--- src/rtl/tele_pkg.sv ---
// Shared definitions for the e-bike telemetry link: frame header bytes,
// frame length, packet and UART state encodings and a hi-byte check helper.
package tele_pkg;

    localparam logic [7:0] HDR0    = 8'hAA;
    localparam logic [7:0] HDR1    = 8'h55;
    localparam int         PKT_LEN = 8;

    typedef enum logic [3:0] {
        HUNT_AA = 4'd0,
        HUNT_55 = 4'd1,
        P0      = 4'd2,
        P1      = 4'd3,
        P2      = 4'd4,
        P3      = 4'd5,
        P4      = 4'd6,
        P5      = 4'd7
    } pkt_state_t;

    typedef enum logic [1:0] {
        UART_IDLE  = 2'd0,
        UART_START = 2'd1,
        UART_DATA  = 2'd2,
        UART_STOP  = 2'd3
    } uart_state_t;

    // A field hi byte carries only 4 significant bits; the upper nibble must be zero.
    function automatic logic hi_byte_valid(input logic [7:0] b);
        return ((b & 8'hF0) == 8'h00);
    endfunction

endpackage

--- src/rtl/uart_rx.sv ---
// 8N1 UART receiver, LSB first. Two-flop synchronizer preset high, start-bit
// validation at half a bit, mid-bit sampling and stop-bit checking.
// rx_idle tells the packet layer when the line is between bytes.
module uart_rx
    import tele_pkg::*;
#(
    parameter int BAUD_DIV = 2604
) (
    input  logic       clk,
    input  logic       rst_n,
    input  logic       RX,
    output logic [7:0] rx_data,
    output logic       byte_rdy,
    output logic       frm_err,
    output logic       rx_idle
);

    localparam logic [11:0] HALF_LAST = 12'(BAUD_DIV / 2 - 1);
    localparam logic [11:0] BIT_LAST  = 12'(BAUD_DIV - 1);

    logic        rx_meta_r;
    logic        rx_sync_r;
    logic        rx_prev_r;
    logic        fall_s;
    uart_state_t state_r;
    logic [11:0] baud_cnt_r;
    logic [2:0]  bit_cnt_r;
    logic [7:0]  shift_r;
    logic [7:0]  rx_data_r;
    logic        byte_rdy_r;
    logic        frm_err_r;

    // Bring the asynchronous line into the clock domain and keep one extra sample for edge detection.
    always_ff @(posedge clk or negedge rst_n) begin
        if (!rst_n) begin
            rx_meta_r <= 1'b1;
            rx_sync_r <= 1'b1;
            rx_prev_r <= 1'b1;
        end else begin
            rx_meta_r <= RX;
            rx_sync_r <= rx_meta_r;
            rx_prev_r <= rx_sync_r;
        end
    end

    assign fall_s = rx_prev_r & ~rx_sync_r;

    // Byte framing state machine with baud counter, bit counter and shifter.
    always_ff @(posedge clk or negedge rst_n) begin
        if (!rst_n) begin
            state_r    <= UART_IDLE;
            baud_cnt_r <= 12'd0;
            bit_cnt_r  <= 3'd0;
            shift_r    <= 8'd0;
            rx_data_r  <= 8'd0;
            byte_rdy_r <= 1'b0;
            frm_err_r  <= 1'b0;
        end else begin
            byte_rdy_r <= 1'b0;
            frm_err_r  <= 1'b0;
            case (state_r)
                UART_IDLE: begin
                    baud_cnt_r <= 12'd0;
                    bit_cnt_r  <= 3'd0;
                    if (fall_s) begin
                        state_r <= UART_START;
                    end else begin
                        state_r <= UART_IDLE;
                    end
                end
                UART_START: begin
                    if (baud_cnt_r == HALF_LAST) begin
                        baud_cnt_r <= 12'd0;
                        // A line already back high at mid start bit was only a glitch.
                        if (rx_sync_r) begin
                            state_r <= UART_IDLE;
                        end else begin
                            state_r <= UART_DATA;
                        end
                    end else begin
                        baud_cnt_r <= baud_cnt_r + 12'd1;
                    end
                end
                UART_DATA: begin
                    if (baud_cnt_r == BIT_LAST) begin
                        baud_cnt_r <= 12'd0;
                        shift_r    <= {rx_sync_r, shift_r[7:1]};
                        if (bit_cnt_r == 3'd7) begin
                            bit_cnt_r <= 3'd0;
                            state_r   <= UART_STOP;
                        end else begin
                            bit_cnt_r <= bit_cnt_r + 3'd1;
                        end
                    end else begin
                        baud_cnt_r <= baud_cnt_r + 12'd1;
                    end
                end
                UART_STOP: begin
                    if (baud_cnt_r == BIT_LAST) begin
                        baud_cnt_r <= 12'd0;
                        state_r    <= UART_IDLE;
                        if (rx_sync_r) begin
                            rx_data_r  <= shift_r;
                            byte_rdy_r <= 1'b1;
                        end else begin
                            frm_err_r  <= 1'b1;
                        end
                    end else begin
                        baud_cnt_r <= baud_cnt_r + 12'd1;
                    end
                end
                default: begin
                    state_r    <= UART_IDLE;
                    baud_cnt_r <= 12'd0;
                    bit_cnt_r  <= 3'd0;
                end
            endcase
        end
    end

    assign rx_data  = rx_data_r;
    assign byte_rdy = byte_rdy_r;
    assign frm_err  = frm_err_r;
    assign rx_idle  = (state_r == UART_IDLE);

endmodule

--- src/rtl/telemetry_rx.sv ---
// Telemetry link receiver: finds the AA 55 framed 8-byte packet in the UART
// byte stream, checks hi-byte nibbles, guards against inter-byte stalls and
// publishes the three 12-bit fields atomically with a one-cycle valid strobe.
module telemetry_rx
    import tele_pkg::*;
#(
    parameter int BAUD_DIV = 2604,
    parameter int GAP_BITS = 16
) (
    input  logic        clk,
    input  logic        rst_n,
    input  logic        RX,
    output logic [11:0] batt_v,
    output logic [11:0] avg_curr,
    output logic [11:0] avg_torque,
    output logic        pkt_vld,
    output logic        pkt_err
);

    localparam int GAP_LIMIT = GAP_BITS * BAUD_DIV;
    localparam int GAP_W     = $clog2(GAP_LIMIT + 1);
    localparam logic [GAP_W-1:0] GAP_LAST = GAP_W'(GAP_LIMIT - 1);

    logic [7:0]       rx_data_s;
    logic             byte_rdy_s;
    logic             frm_err_s;
    logic             rx_idle_s;
    logic             timeout_s;
    pkt_state_t       state_r;
    logic [GAP_W-1:0] gap_cnt_r;
    logic [3:0]       batt_hi_r;
    logic [7:0]       batt_lo_r;
    logic [3:0]       curr_hi_r;
    logic [7:0]       curr_lo_r;
    logic [3:0]       torq_hi_r;
    logic [11:0]      batt_v_r;
    logic [11:0]      avg_curr_r;
    logic [11:0]      avg_torque_r;
    logic             pkt_vld_r;
    logic             pkt_err_r;

    uart_rx #(
        .BAUD_DIV (BAUD_DIV)
    ) u_uart_rx (
        .clk      (clk),
        .rst_n    (rst_n),
        .RX       (RX),
        .rx_data  (rx_data_s),
        .byte_rdy (byte_rdy_s),
        .frm_err  (frm_err_s),
        .rx_idle  (rx_idle_s)
    );

    // A byte arriving on the expiry cycle wins; the gap is only measured once a packet has started.
    assign timeout_s = (state_r != HUNT_AA) && rx_idle_s && !byte_rdy_s && (gap_cnt_r == GAP_LAST);

    // Inter-byte gap counter: counts idle line time inside a packet, cleared by any byte or abort.
    always_ff @(posedge clk or negedge rst_n) begin
        if (!rst_n) begin
            gap_cnt_r <= '0;
        end else begin
            if ((state_r == HUNT_AA) || byte_rdy_s || frm_err_s || timeout_s) begin
                gap_cnt_r <= '0;
            end else if (rx_idle_s) begin
                gap_cnt_r <= gap_cnt_r + GAP_W'(1);
            end else begin
                gap_cnt_r <= gap_cnt_r;
            end
        end
    end

    // Packet FSM, shadow buffer and output registers; outputs only move on a complete good packet.
    always_ff @(posedge clk or negedge rst_n) begin
        if (!rst_n) begin
            state_r      <= HUNT_AA;
            batt_hi_r    <= 4'd0;
            batt_lo_r    <= 8'd0;
            curr_hi_r    <= 4'd0;
            curr_lo_r    <= 8'd0;
            torq_hi_r    <= 4'd0;
            batt_v_r     <= 12'd0;
            avg_curr_r   <= 12'd0;
            avg_torque_r <= 12'd0;
            pkt_vld_r    <= 1'b0;
            pkt_err_r    <= 1'b0;
        end else begin
            pkt_vld_r <= 1'b0;
            pkt_err_r <= 1'b0;
            // Framing error and timeout share one abort path so a coincidence gives a single pulse.
            if (frm_err_s || timeout_s) begin
                pkt_err_r <= 1'b1;
                state_r   <= HUNT_AA;
            end else if (byte_rdy_s) begin
                case (state_r)
                    HUNT_AA: begin
                        if (rx_data_s == HDR0) begin
                            state_r <= HUNT_55;
                        end else begin
                            state_r <= HUNT_AA;
                        end
                    end
                    HUNT_55: begin
                        if (rx_data_s == HDR1) begin
                            state_r <= P0;
                        end else if (rx_data_s == HDR0) begin
                            state_r <= HUNT_55;
                        end else begin
                            state_r <= HUNT_AA;
                        end
                    end
                    P0: begin
                        if (hi_byte_valid(rx_data_s)) begin
                            batt_hi_r <= rx_data_s[3:0];
                            state_r   <= P1;
                        end else begin
                            pkt_err_r <= 1'b1;
                            state_r   <= HUNT_AA;
                        end
                    end
                    P1: begin
                        batt_lo_r <= rx_data_s;
                        state_r   <= P2;
                    end
                    P2: begin
                        if (hi_byte_valid(rx_data_s)) begin
                            curr_hi_r <= rx_data_s[3:0];
                            state_r   <= P3;
                        end else begin
                            pkt_err_r <= 1'b1;
                            state_r   <= HUNT_AA;
                        end
                    end
                    P3: begin
                        curr_lo_r <= rx_data_s;
                        state_r   <= P4;
                    end
                    P4: begin
                        if (hi_byte_valid(rx_data_s)) begin
                            torq_hi_r <= rx_data_s[3:0];
                            state_r   <= P5;
                        end else begin
                            pkt_err_r <= 1'b1;
                            state_r   <= HUNT_AA;
                        end
                    end
                    P5: begin
                        batt_v_r     <= {batt_hi_r, batt_lo_r};
                        avg_curr_r   <= {curr_hi_r, curr_lo_r};
                        avg_torque_r <= {torq_hi_r, rx_data_s};
                        pkt_vld_r    <= 1'b1;
                        state_r      <= HUNT_AA;
                    end
                    default: begin
                        state_r <= HUNT_AA;
                    end
                endcase
            end else begin
                state_r <= state_r;
            end
        end
    end

    assign batt_v     = batt_v_r;
    assign avg_curr   = avg_curr_r;
    assign avg_torque = avg_torque_r;
    assign pkt_vld    = pkt_vld_r;
    assign pkt_err    = pkt_err_r;

endmodule

--- config.mk ---
export PLATFORM = sky130hd
export DESIGN_NAME = telemetry_rx
export DESIGN_NICKNAME = d
export VERILOG_FILES = /design/src/rtl/tele_pkg.sv /design/src/rtl/uart_rx.sv /design/src/rtl/telemetry_rx.sv
export SDC_FILE = /design/constraint.sdc
export NUM_CORES = 1
export LEC_CHECK = 0
export ABC_AREA = 1
export BUFFER_PORTS_ARGS = -buffer_cell sky130_fd_sc_hd__buf_2
export CAP_MARGIN = 30
export CORE_MARGIN = 8
export CORE_UTILIZATION = 60
export DETAILED_ROUTE_END_ITERATION = 12
export PLACE_DENSITY = 0.8
export SYNTH_ARGS = -nofsm -noshare
export SYNTH_HDL_FRONTEND = slang
export SYNTH_SLANG_ARGS = --single-unit
--- constraint.sdc ---
create_clock -name clk -period 3.2 [get_ports clk]
set_input_delay 0.64 -clock clk [delete_from_list [all_inputs] [get_ports clk]]
set_output_delay 0.64 -clock clk [all_outputs]
set_load 0.03 [all_outputs]
==> results by group, run 1 <==
Status
  • Status: finished clean

Worst setup path
  • Cell chain of the critical path: nand2_1 > nor2_1 > inv_1 > nor2_4 > inv_2 > nand2_1 > o21ai_1
  • Critical path arrival: 2.45 ns
  • R2r setup slk: 1.13 ns
  • WS Path Type: reg2reg
  • Critical path required time: 3.58 ns
  • CP max stage cell: dfrtp_1
  • Crit path capture type: flip-flop
  • CP Launch Type: flip-flop
  • CP most frequent cell: nand2_1
  • Bufs and invs on worst path: 2
  • Worst-path fanout max: 52
  • CP peak stage delay: 0.49 ns
  • CP delay by family, top: simple AND/OR/NAND/NOR gates

Place
  • Number of I/O port buffers: 40
  • DP Wirelength: 7220 um
  • Gpl congestion: 0.862

STA
  • Clk_skew: 0.00854 ns
  • Setup violators final: 0
  • Slew Viols, Final: 0
  • Fmax: 0.482 GHz
  • Min cycle time layout: 2.07 ns
  • Relative slew margins: 47.5%
  • Crit share post-route: 64.8%
  • Fin Setup TNS: 0 ns
  • Final-report hold violation count: 0
  • RSZ-0062 raised after global routing: no
  • Worst Tran Pin Value: 0.787 ns

Finish
  • Nets@finish: 679
  • FILL cells: 602
  • Diode count: 0
  • Area Growth Syn to Fin: 16.0%
  • Layout cell share with drive strength beyond 1: 14.9%

Logic synthesis
  • Post-Synthesis Cells: 623
  • Compound-Gate Fraction of Synth Area: 7.87%
  • Synth top area cells: dfrtp_1 56%, nand2_1 13%, o21ai_0 4.6%
  • Yosys top cell by area: dfrtp_1
  • Syn. warnings: 0
  • Simple-gate area share of the yosys netlist: 26.2%
  • Netlist cell types: 33
  • Adder-Cell Fraction of Synth Area: 1.16%
  • Largest family of logic cells by synthesized area: simple AND/OR/NAND/NOR gates
  • Syn_area_per_cell: 8.66 sq um
  • Syn_nets: 631
  • Netlist Area Pre-Place: 5390 sq um
  • Post-synthesis register bit count: 123
  • Seq/Total Area, Yosys: 57.1%
  • Post-synth top area share: 55.7%
  • Mux share of post-synthesis cell area: 0%
  • Xor and xnor area share after synthesis: 1.30%

Clock network
  • CTS Buf Count: 17
  • Clock Path Buffers: 2
  • # clock sinks: 123
  • CTS Root Cell: clkbuf_8
  • TritonCTS clock tree: done
  • Setup Buffers After CTS: 0
  • # H-tree levels: 4
  • Clock latency on the worst-skew pair: 0.52 ns
  • Hold-fix buffers, CTS: 0
  • CTS resizes: 0
  • Clock-pin slew on the worst setup and hold paths: 0.06 ns

Die
  • Initial Util: 61.8%
  • Core box area: 8720 sq um
  • Boundary pin count: 41
  • Vert. Die Dim: 111 um
  • Die area: 12300 sq um
  • Row cnt: 34
  • Die X: 111 um

Routing
  • Iter 0 DRT Violations: 240
  • First-pass detailed-route iteration total: 6
  • DRC violations left: 0
  • Routed wire length: 11000 um
  • Wirelength per Cell: 13.9 um
  • Via count: 4292
  • Routed Antenna Nets: 0
  • Vias per inst: 5.42

Pwr
  • Power per Cell Area: 599 nW/um^2
  • P_leak: 3.08 nW
  • Worst VDD drop: 0.463 mV
  • PnR Total Power: 0.00375 W

Global routing
  • Vias in the first global route: 4208
  • Initial antenna violation count: 0
  • Congestion Overflow GR: 0
  • Gr usage total: 18.9%
  • Largest net degree at the start of global routing: 55
  • First-pass GRT wire length: 19400 um

Run
  • Max-cap violations: 0

Min path
  • Worst hold path class: in2async
stage by stage:
step	cell area, sq um	hold slack, ns	utilization [%]	instances	setup slack [ns]
after floorplan	5390	0.344	-	623	1.76
after CTS	6260	0.0912	71.7	792	1.10
after global routing	6260	0.129	71.7	792	0.895
after detailed placement	5680	0.347	65.2	760	1.15
final	6260	0.0858	71.7	792	1.13
after global placement	5680	0.346	65.2	760	1.28
final cells by class:
type / instances / area [sq um] / share of cell area, %
Clock buffer: 18 / 428 / 6.84
Timing Repair Buffer: 43 / 238 / 3.80
Clock inverter: 14 / 145 / 2.32
Tap cell: 108 / 135 / 2.16
Sequential cell: 123 / 3080 / 49.3
Multi-Input combinational cell: 417 / 1970 / 31.5
Inverter: 69 / 259 / 4.14
flip-flops by register name, indices dropped and copies added, names as in the netlist, 8 cells and up, named ones only:
register and count:
avg_torque 12, gap_cnt_r 16, curr_lo_r 8, batt_lo_r 8, batt_v 12, avg_curr 12, u_uart_rx.shift_r 8, u_uart_rx.baud_cnt_r 12
u_uart_rx.rx_data 8
final timing paths:
kind                                startpoint  depth (start not counted)                    to
setup / recovery                    state_r[0]                          7           avg_curr[0]
hold / removal                           rst_n                          1          gap_cnt_r[9]
setup reg to reg                    state_r[0]                          7           avg_curr[0]
hold reg to reg            u_uart_rx.rx_meta_r                          0   u_uart_rx.rx_sync_r
max in group asynchronous                rst_n                          2  u_uart_rx.rx_data[3]
min in group clk                            RX                          1   u_uart_rx.rx_meta_r
worst reg2reg max path, cell delays in order, from the launching register on:
cell and delay, ns:
dfrtp_1 0.49, nand2_1 0.12, nor2_1 0.11, inv_1 0.09, nor2_4 0.38, inv_2 0.44, nand2_1 0.21, o21ai_1 0.09
cell families (layout without fill, tap and decap cells):
| group | after synthesis | count (layout) |
|---|---|---|
| simple gates | 321 | 321 |
| flops | 123 | 123 |
| compound gates | 83 | 83 |
| buf+inv | 83 | 144 |
| xor+xnor | 8 | 8 |
| fa+ha+maj | 5 | 5 |
cell usage after synthesis:
library cell    n
buf_6           1
nor2_1         57
nand2_1       190
a31oi_1         3
nor2_4          3
nand3b_1        1
inv_2           7
dfrtp_1       120
dfstp_2         3
nand4_2         1
nand3_1        21
nor3_4          2
nand4_1        17
nor2_2          3
o21bai_1        1
o21a_1          1
o21ai_0        50
o21ai_1        26
a21oi_1         2
clkbuf_1        1
ha_1            5
inv_1          62
buf_2           9
nor2_8          1
or2_1           1
xnor2_1         1
xor2_1          7
buf_4           3
nand3_2         1
nor4_1          2
nand2_2         4
nor3_1         15
nor3_2          2
power by group:
group | internal (W) | total, W | switching (W)
registers | 0.00161 | 0.00166 | 0.0000538
clock network | 0.00108 | 0.00183 | 0.000751
logic | 0.0000784 | 0.000258 | 0.000179
cell usage in the layout, fill, tap and decap left out, types with 2 or more instances in the layout:
| master | n |
|---|---|
| nand2_1 | 190 |
| dfrtp_1 | 120 |
| inv_1 | 62 |
| nor2_1 | 57 |
| o21ai_0 | 50 |
| buf_2 | 39 |
| o21ai_1 | 26 |
| nand3_1 | 21 |
| nand4_1 | 17 |
| clkbuf_16 | 16 |
| nor3_1 | 15 |
| inv_6 | 10 |
| inv_2 | 7 |
| xor2_1 | 7 |
| ha_1 | 5 |
| nand2_2 | 4 |
| nor2_2 | 3 |
| nor2_4 | 3 |
| a31oi_1 | 3 |
| buf_4 | 3 |
| dfstp_2 | 3 |
| a21oi_1 | 2 |
| nor3_2 | 2 |
| nor3_4 | 2 |
| nor4_1 | 2 |
| clkbuf_8 | 2 |
routing by layer:
metal | up-vias | global-route usage [%] | share of wire, %
met5 | - | 0 | 0
met4 | 0 | 7.57 | 2.0
met3 | 24 | 5.41 | 5.1
met2 | 120 | 31.7 | 50
met1 | 2039 | 22.3 | 43
li1 | 2109 | - | -
No activity file was read; power rests on OpenSTA's default activity.
==> run 2, diff against run 1 <==
- ABC_AREA: 1 -> 0
- CORE_UTILIZATION: 60 -> 59
- PLACE_DENSITY: 0.8 -> 0.79
- clock period: 3.2 -> 2.1 ns (I/O delays scaled with it)
==> results by group, run 2 <==
Status
  • Status: finished clean (unchanged)

Clock network
  • CTS Root Cell: clkbuf_8 (unchanged)
  • TritonCTS clock tree: done (unchanged)
  • CTS Buf Count: 17 (unchanged)
  • Clock latency on the worst-skew pair: 0.51 ns (was 0.52 ns)
  • Setup Buffers After CTS: 0 (unchanged)
  • Clock-pin slew on the worst setup and hold paths: 0.06 ns (about the same)
  • Clock Path Buffers: 2 (unchanged)
  • # clock sinks: 123 (unchanged)
  • # H-tree levels: 4 (unchanged)

Worst setup path
  • WS Path Type: reg2reg (unchanged)
  • CP max stage cell: dfrtp_1 (unchanged)
  • Critical path required time: 2.50 ns (was 3.58 ns)
  • FF-to-FF path depth: 6 (was 7)
  • Worst-path fanout max: 8 (was 52)
  • Crit path capture type: flip-flop (unchanged)
  • Worst setup path start: u_uart_rx.baud_cnt_r[0] (was state_r[0])
  • Critical path arrival: 2.39 ns (was 2.45 ns)
  • CP Launch Type: flip-flop (unchanged)
  • CP peak stage delay: 0.40 ns (was 0.49 ns)
  • R2R Path Start: u_uart_rx.baud_cnt_r[0] (was state_r[0])
  • Cell chain of the critical path: ha_1 > nor4bb_1 > and3_2 > nand4_1 > buf_4 > mux2_2 (was nand2_1 > nor2_1 > inv_1 > nor2_4 > inv_2 > nand2_1 > o21ai_1)

Logic synthesis
  • Syn. warnings: 0 (unchanged)
  • Syn_area_per_cell: 12.8 sq um (was 8.66 sq um)
  • Syn_nets: 413 (was 631)
  • Most common cell in the synthesized netlist: dfrtp_1 (was nand2_1)
  • Post-Synthesis Cells: 405 (was 623)
  • Seq/Total Area, Yosys: 59.3% (was 57.1%)
  • Yosys top cell by area: dfrtp_1 (unchanged)
  • Synth top area cells: dfrtp_1 58%, mux2_2 17%, xnor2_1 2.7% (was dfrtp_1 56%, nand2_1 13%, o21ai_0 4.6%)
  • Share of flip-flops with an asynchronous set or reset: 100% (unchanged)
  • Post-synth top area share: 57.8% (was 55.7%)
  • Netlist Area Pre-Place: 5200 sq um (was 5390 sq um)
  • Number of synthesized flops with an enable pin: 0 (unchanged)
  • Commonest cells post-synth: 120 x dfrtp_1, 80 x mux2_2, 36 x nor2_1 (was 190 x nand2_1, 120 x dfrtp_1, 62 x inv_1)
  • Post-synthesis register bit count: 123 (unchanged)
  • Main flop type after synthesis: dfrtp_1 (unchanged)
  • Netlist cell types: 47 (was 33)

Routing
  • Routed Antenna Nets: 0 (unchanged)
  • Vias per inst: 5.71 (was 5.42)
  • DRC violations left: 0 (unchanged)
  • Routed wire length: 9990 um (was 11000 um)
  • First-pass detailed-route iteration total: 4 (was 6)
  • Iter 0 DRT Violations: 191 (was 240)
  • Wirelength per Cell: 16.8 um (was 13.9 um)
  • Via count: 3389 (was 4292)

Pwr
  • Internal Power: 0.00413 W (was 0.00276 W)
  • Logic pwr share: 4.1% (was 6.9%)
  • PnR Total Power: 0.00547 W (was 0.00375 W)
  • P_leak: 3.03 nW (was 3.08 nW)
  • Flop pwr share: 45.3% (was 44.3%)
  • Worst VDD drop: 0.587 mV (was 0.463 mV)
  • Sw Ratio: 24.5% (was 26.2%)
  • Psw: 0.00134 W (was 0.000984 W)
  • Clk pwr share: 50.5% (was 48.9%)
  • Power per Cell Area: 873 nW/um^2 (was 599 nW/um^2)

Place
  • Total placed cells including tap cells: 560 (was 760)
  • DP Worst Slack: 0.116 ns (was 1.15 ns)
  • Gpl congestion: 0.891 (was 0.862)
  • Number of I/O port buffers: 40 (unchanged)
  • DP Wirelength: 6580 um (was 7220 um)

Finish
  • Non-filler instance count after layout: 594 (was 792)
  • Area Growth Syn to Fin: 20.4% (was 16.0%)
  • Layout cell share with drive strength beyond 1: 37.4% (was 14.9%)
  • Commonest non-fill, non-tap cell in the layout: dfrtp_1 (was nand2_1)
  • FILL cells: 569 (was 602)
  • Largest register FFs: 16 (unchanged)
  • Most frequent cells in the layout: 120 x dfrtp_1, 80 x mux2_2, 39 x buf_2 (was 190 x nand2_1, 120 x dfrtp_1, 62 x inv_1)
  • Nets@finish: 481 (was 679)
  • Diode count: 0 (unchanged)
  • Final core utilization: 72.5% (was 71.7%)
  • Biggest register: gap_cnt_r (unchanged)

STA
  • Setup slack after layout: 0.104 ns (was 1.13 ns)
  • Fin Setup TNS: 0 ns (unchanged)
  • Clk_skew: 0.00548 ns (was 0.00854 ns)
  • Final-report hold violation count: 0 (unchanged)
  • Fmax: 0.501 GHz (was 0.482 GHz)
  • Min cycle time layout: 2.00 ns (was 2.07 ns)
  • Slew Viols, Final: 0 (unchanged)
  • Crit share post-route: 95.1% (was 64.8%)
  • Worst Tran Pin Value: 0.443 ns (was 0.787 ns)
  • Relative slew margins: 70.4% (was 47.5%)
  • Setup violators final: 0 (unchanged)

Die
  • Die area: 12100 sq um (was 12300 sq um)
  • Vert. Die Dim: 110 um (was 111 um)
  • Core box area: 8640 sq um (was 8720 sq um)
  • Initial Util: 60.2% (was 61.8%)
  • Boundary pin count: 41 (unchanged)
  • Die X: 110 um (was 111 um)
  • Row cnt: 34 (unchanged)

Global routing
  • Largest net degree at the start of global routing: 38 (was 55)
  • Gr usage total: 17.7% (was 18.9%)
  • Congestion Overflow GR: 0 (unchanged)
  • Initial antenna violation count: 0 (unchanged)
  • Vias in the first global route: 3370 (was 4208)
  • First-pass GRT wire length: 16500 um (was 19400 um)

Min path
  • Worst hold path class: reg2reg (was in2async)
  • WHS Path Cells: 0
  • Hold Startpoint: u_uart_rx.rx_meta_r

Run
  • Max-cap violations: 0 (unchanged)
run 2: changes by cell type after synthesis, moves of 21 or more:
cell,before,now
inv_1,62,4
o21ai_0,50,3
nand2_1,190,20
mux2_2,0,80
nor2_1,57,36
o21ai_1,26,1
run 2: cells by family (layout without fill, tap and decap cells):
group | Yosys count | in the layout | synth area share (%)
compound gates | 18 | 18 | 2.26
mux | 81 | 81 | 17.5
buf+inv | 17 | 98 | 1.47
xor+xnor | 23 | 23 | 3.88
fa+ha+maj | 5 | 5 | 1.20
simple gates | 138 | 138 | 14.4
flops | 123 | 123 | 59.3
run 2: power by group through the flow:
stage               Combinational [W]  Sequential [W]  Clock (W)
floorplan                    0.000138         0.00251          0
global placement             0.000219         0.00252          0
detailed placement           0.000225         0.00252          0
CTS                          0.000230         0.00248    0.00280
global route                 0.000265         0.00248    0.00292
finish                       0.000225         0.00248    0.00276
run 2: routing by layer:
metal	vias up	GRT usage [%]	wire (um)
li1	1603	-	-
met1	1686	21.5	4330
met2	80	29.5	5020
met3	20	4.28	486
met4	0	7.62	156
met5	-	0	0
run 2: timing repair:
item,4_1_cts,5_1_grt
hold endpoints to repair,26,0
setup endpoints to repair,0,9
hold buffers,2,0
gates resized for setup,0,2
run 2: worst paths after layout:
path / to / slack (ns)
hold / removal: u_uart_rx.rx_sync_r / 0.36
max in group asynchronous: avg_curr[10] / 1.06
hold reg to reg: u_uart_rx.rx_sync_r / 0.36
min in group asynchronous: curr_lo_r[2] / 0.38
setup reg to reg: u_uart_rx.rx_data[4] / 0.10
setup / recovery: u_uart_rx.rx_data[4] / 0.10
run 2: stage by stage:
step                      cell area (sq um)  hold WS [ns]
after floorplan                        5200         0.124
after global placement                 5660         0.346
after detailed placement               5660         0.349
after CTS                              6250         0.358
after global routing                   6260         0.364
final                                  6260         0.355
run 2: critical path, delay by kind of cell (launching register included):
family	cells	cell delay (ns)
simple gates	3	0.78
fa+ha+maj	1	0.24
flops	1	0.40
mux	1	0.27
buf+inv	1	0.18
run 2: final cells by class:
| type | count | area [sq um] | area share [%] |
|---|---|---|---|
| inverter | 4 | 15.0 | 0.240 |
| sequential | 123 | 3080 | 49.2 |
| clock buffer | 17 | 414 | 6.62 |
| clock inverter | 15 | 156 | 2.50 |
| multi-input combinational | 265 | 2050 | 32.7 |
| timing repair buffer | 62 | 410 | 6.56 |
| tap | 108 | 135 | 2.16 |
==> run 3, diff against run 2 <==
- REMOVE_ABC_BUFFERS: default -> 1
==> results by group, run 3 (same netlist as run 2, synthesis figures left out) <==
Clock network
  • Clock-pin slew on the worst setup and hold paths: 0.06 ns (about the same)
  • TritonCTS clock tree: done (unchanged)
  • CTS Root Cell: clkbuf_8 (unchanged)
  • Clock Path Buffers: 2 (unchanged)
  • # clock sinks: 123 (unchanged)
  • Setup Buffers After CTS: 0 (unchanged)
  • CTS Buf Count: 17 (unchanged)
  • Clock latency on the worst-skew pair: 0.52 ns (was 0.51 ns)
  • # H-tree levels: 4 (unchanged)

STA
  • Setup slack after layout: 0.182 ns (was 0.104 ns)
  • Crit share post-route: 91.3% (was 95.1%)
  • Min cycle time layout: 1.92 ns (was 2.00 ns)
  • Fmax: 0.521 GHz (was 0.501 GHz)
  • Final-report hold violation count: 0 (unchanged)
  • Relative slew margins: 65.6% (was 70.4%)
  • Worst Tran Pin Value: 0.516 ns (was 0.443 ns)
  • RSZ-0062 raised after global routing: no
  • Fin Setup TNS: 0 ns (unchanged)
  • Clk_skew: 0.0161 ns (was 0.00548 ns)
  • Slew Viols, Final: 0 (unchanged)
  • Setup violators final: 0 (unchanged)

Worst setup path
  • CP Launch Type: flip-flop (unchanged)
  • Critical path arrival: 2.31 ns (was 2.39 ns)
  • R2R Path Start: u_uart_rx.baud_cnt_r[0] (unchanged)
  • Worst setup path start: u_uart_rx.baud_cnt_r[0] (unchanged)
  • R2r setup slk: 0.18 ns (was 0.10 ns)
  • CP max stage cell: dfrtp_1 (unchanged)
  • Worst-path fanout max: 8 (unchanged)
  • CP peak stage delay: 0.41 ns (was 0.40 ns)
  • Critical path required time: 2.49 ns (was 2.50 ns)
  • FF-to-FF path depth: 5 (was 6)
  • Crit path capture type: flip-flop (unchanged)
  • Worst Setup EP: u_uart_rx.shift_r[2] (was u_uart_rx.rx_data[4])
  • Cell chain of the critical path: ha_1 > nor4bb_2 > and3_2 > nand2_1 > mux2_2 (was ha_1 > nor4bb_1 > and3_2 > nand4_1 > buf_4 > mux2_2)
  • Reg2reg end: u_uart_rx.shift_r[2] (was u_uart_rx.rx_data[4])
  • WS Path Type: reg2reg (unchanged)

Routing
  • First-pass detailed-route iteration total: 4 (unchanged)
  • Via count: 3388 (was 3389)
  • Routed wire length: 9960 um (was 9990 um)
  • Wirelength per Cell: 16.7 um (was 16.8 um)
  • Routed Antenna Nets: 0 (unchanged)
  • Vias per inst: 5.69 (was 5.71)
  • DRC violations left: 0 (unchanged)
  • Iter 0 DRT Violations: 176 (was 191)

Pwr
  • Psw: 0.00126 W (was 0.00134 W)
  • P_leak: 3.03 nW (about the same)
  • Logic pwr share: 4.2% (was 4.1%)
  • Sw Ratio: 22.8% (was 24.5%)
  • Clk pwr share: 50.9% (was 50.5%)
  • Flop pwr share: 44.9% (was 45.3%)
  • Internal Power: 0.00428 W (was 0.00413 W)
  • Power per Cell Area: 881 nW/um^2 (was 873 nW/um^2)
  • Worst VDD drop: 0.712 mV (was 0.587 mV)

Die
  • Core box area: 8640 sq um (unchanged)
  • Vert. Die Dim: 110 um (unchanged)
  • Die area: 12100 sq um (unchanged)
  • Die X: 110 um (unchanged)
  • Initial Util: 60.2% (unchanged)
  • Row cnt: 34 (unchanged)
  • Boundary pin count: 41 (unchanged)

Global routing
  • Congestion Overflow GR: 0 (unchanged)
  • Initial antenna violation count: 0 (unchanged)
  • Vias in the first global route: 3459 (was 3370)
  • First-pass GRT wire length: 16900 um (was 16500 um)
  • Largest net degree at the start of global routing: 49 (was 38)
  • Gr usage total: 18.2% (was 17.7%)

Finish
  • Most frequent cells in the layout: 120 x dfrtp_1, 80 x mux2_2, 39 x buf_2 (unchanged)
  • Nets@finish: 482 (was 481)
  • Biggest register: gap_cnt_r (unchanged)
  • Largest register FFs: 16 (unchanged)
  • Diode count: 0 (unchanged)
  • Layout cell share with drive strength beyond 1: 37.4% (about the same)
  • Area Growth Syn to Fin: 21.0% (was 20.4%)
  • Commonest non-fill, non-tap cell in the layout: dfrtp_1 (unchanged)

Place
  • Gpl congestion: 0.832 (was 0.891)
  • DP Worst Slack: 0.0797 ns (was 0.116 ns)
  • DP Wirelength: 6600 um (was 6580 um)
  • Number of I/O port buffers: 40 (unchanged)

Min path
  • WHS Path Cells: 0 (unchanged)
  • Worst hold path class: reg2reg (unchanged)

Status
  • Status: finished clean (unchanged)

Run
  • Max-cap violations: 0 (unchanged)
[run 3: power by group through the flow]
stage | combinational [W] | sequential [W] | clock, W
after CTS | 0.000237 | 0.00248 | 0.00287
after global placement | 0.000217 | 0.00252 | 0
after global routing | 0.000273 | 0.00249 | 0.00299
after detailed placement | 0.000229 | 0.00252 | 0
after floorplan | 0.000120 | 0.00252 | 0
final | 0.000235 | 0.00249 | 0.00282
[run 3: critical path: cells and delay by family, from the launching register on]
| family | cells | cell delay (ns) |
|---|---|---|
| adders and majority gates | 1 | 0.24 |
| DFF | 1 | 0.41 |
| muxes | 1 | 0.35 |
| and+or+nand+nor | 3 | 0.79 |
[run 3: per-stage QoR]
step	cells	total power (W)	area (sq um)	utilization (%)	hold WS [ns]
3_5_place_dp	561	0.00275	5680	65.7	0.349
4_1_cts	595	0.00559	6280	72.7	0.358
5_1_grt	595	0.00575	6290	72.8	0.358
2_1_floorplan	392	0.00264	5140	-	0.124
6_report	595	0.00554	6290	72.8	0.361
3_3_place_gp	561	0.00273	5680	65.7	0.347
[run 3: layout make-up]
cell class / count / area, sq um
tap: 108 / 135
fill: 594 / 2350
sequential: 123 / 3080
timing repair buffer: 63 / 418
clock inverter: 12 / 140
multi-input combinational: 265 / 2050
clock buffer: 20 / 445
inverter: 4 / 15.0
[run 3: what timing repair did]
item,CTS,global route
hold buffers,2,0
endpoints found under the setup margin,0,16
resized for setup,0,2
hold endpoints to repair,38,0
[run 3: worst min path at each step]
stage                          end                start  slack, ns
2_1_floorplan            async pin                rst_n       0.12
3_3_place_gp   u_uart_rx.rx_sync_r  u_uart_rx.rx_meta_r       0.35
3_5_place_dp   u_uart_rx.rx_sync_r  u_uart_rx.rx_meta_r       0.35
4_1_cts        u_uart_rx.rx_sync_r  u_uart_rx.rx_meta_r       0.36
5_1_grt        u_uart_rx.rx_sync_r  u_uart_rx.rx_meta_r       0.36
6_report       u_uart_rx.rx_sync_r  u_uart_rx.rx_meta_r       0.36
[run 3: routing by layer]
layer	vias to the layer above	global-route usage, %	wire length, um
li1	1598	-	-
met1	1708	22.5	4380
met2	71	29.2	4970
met3	11	4.16	465
met4	0	9.55	146
met5	-	0	0
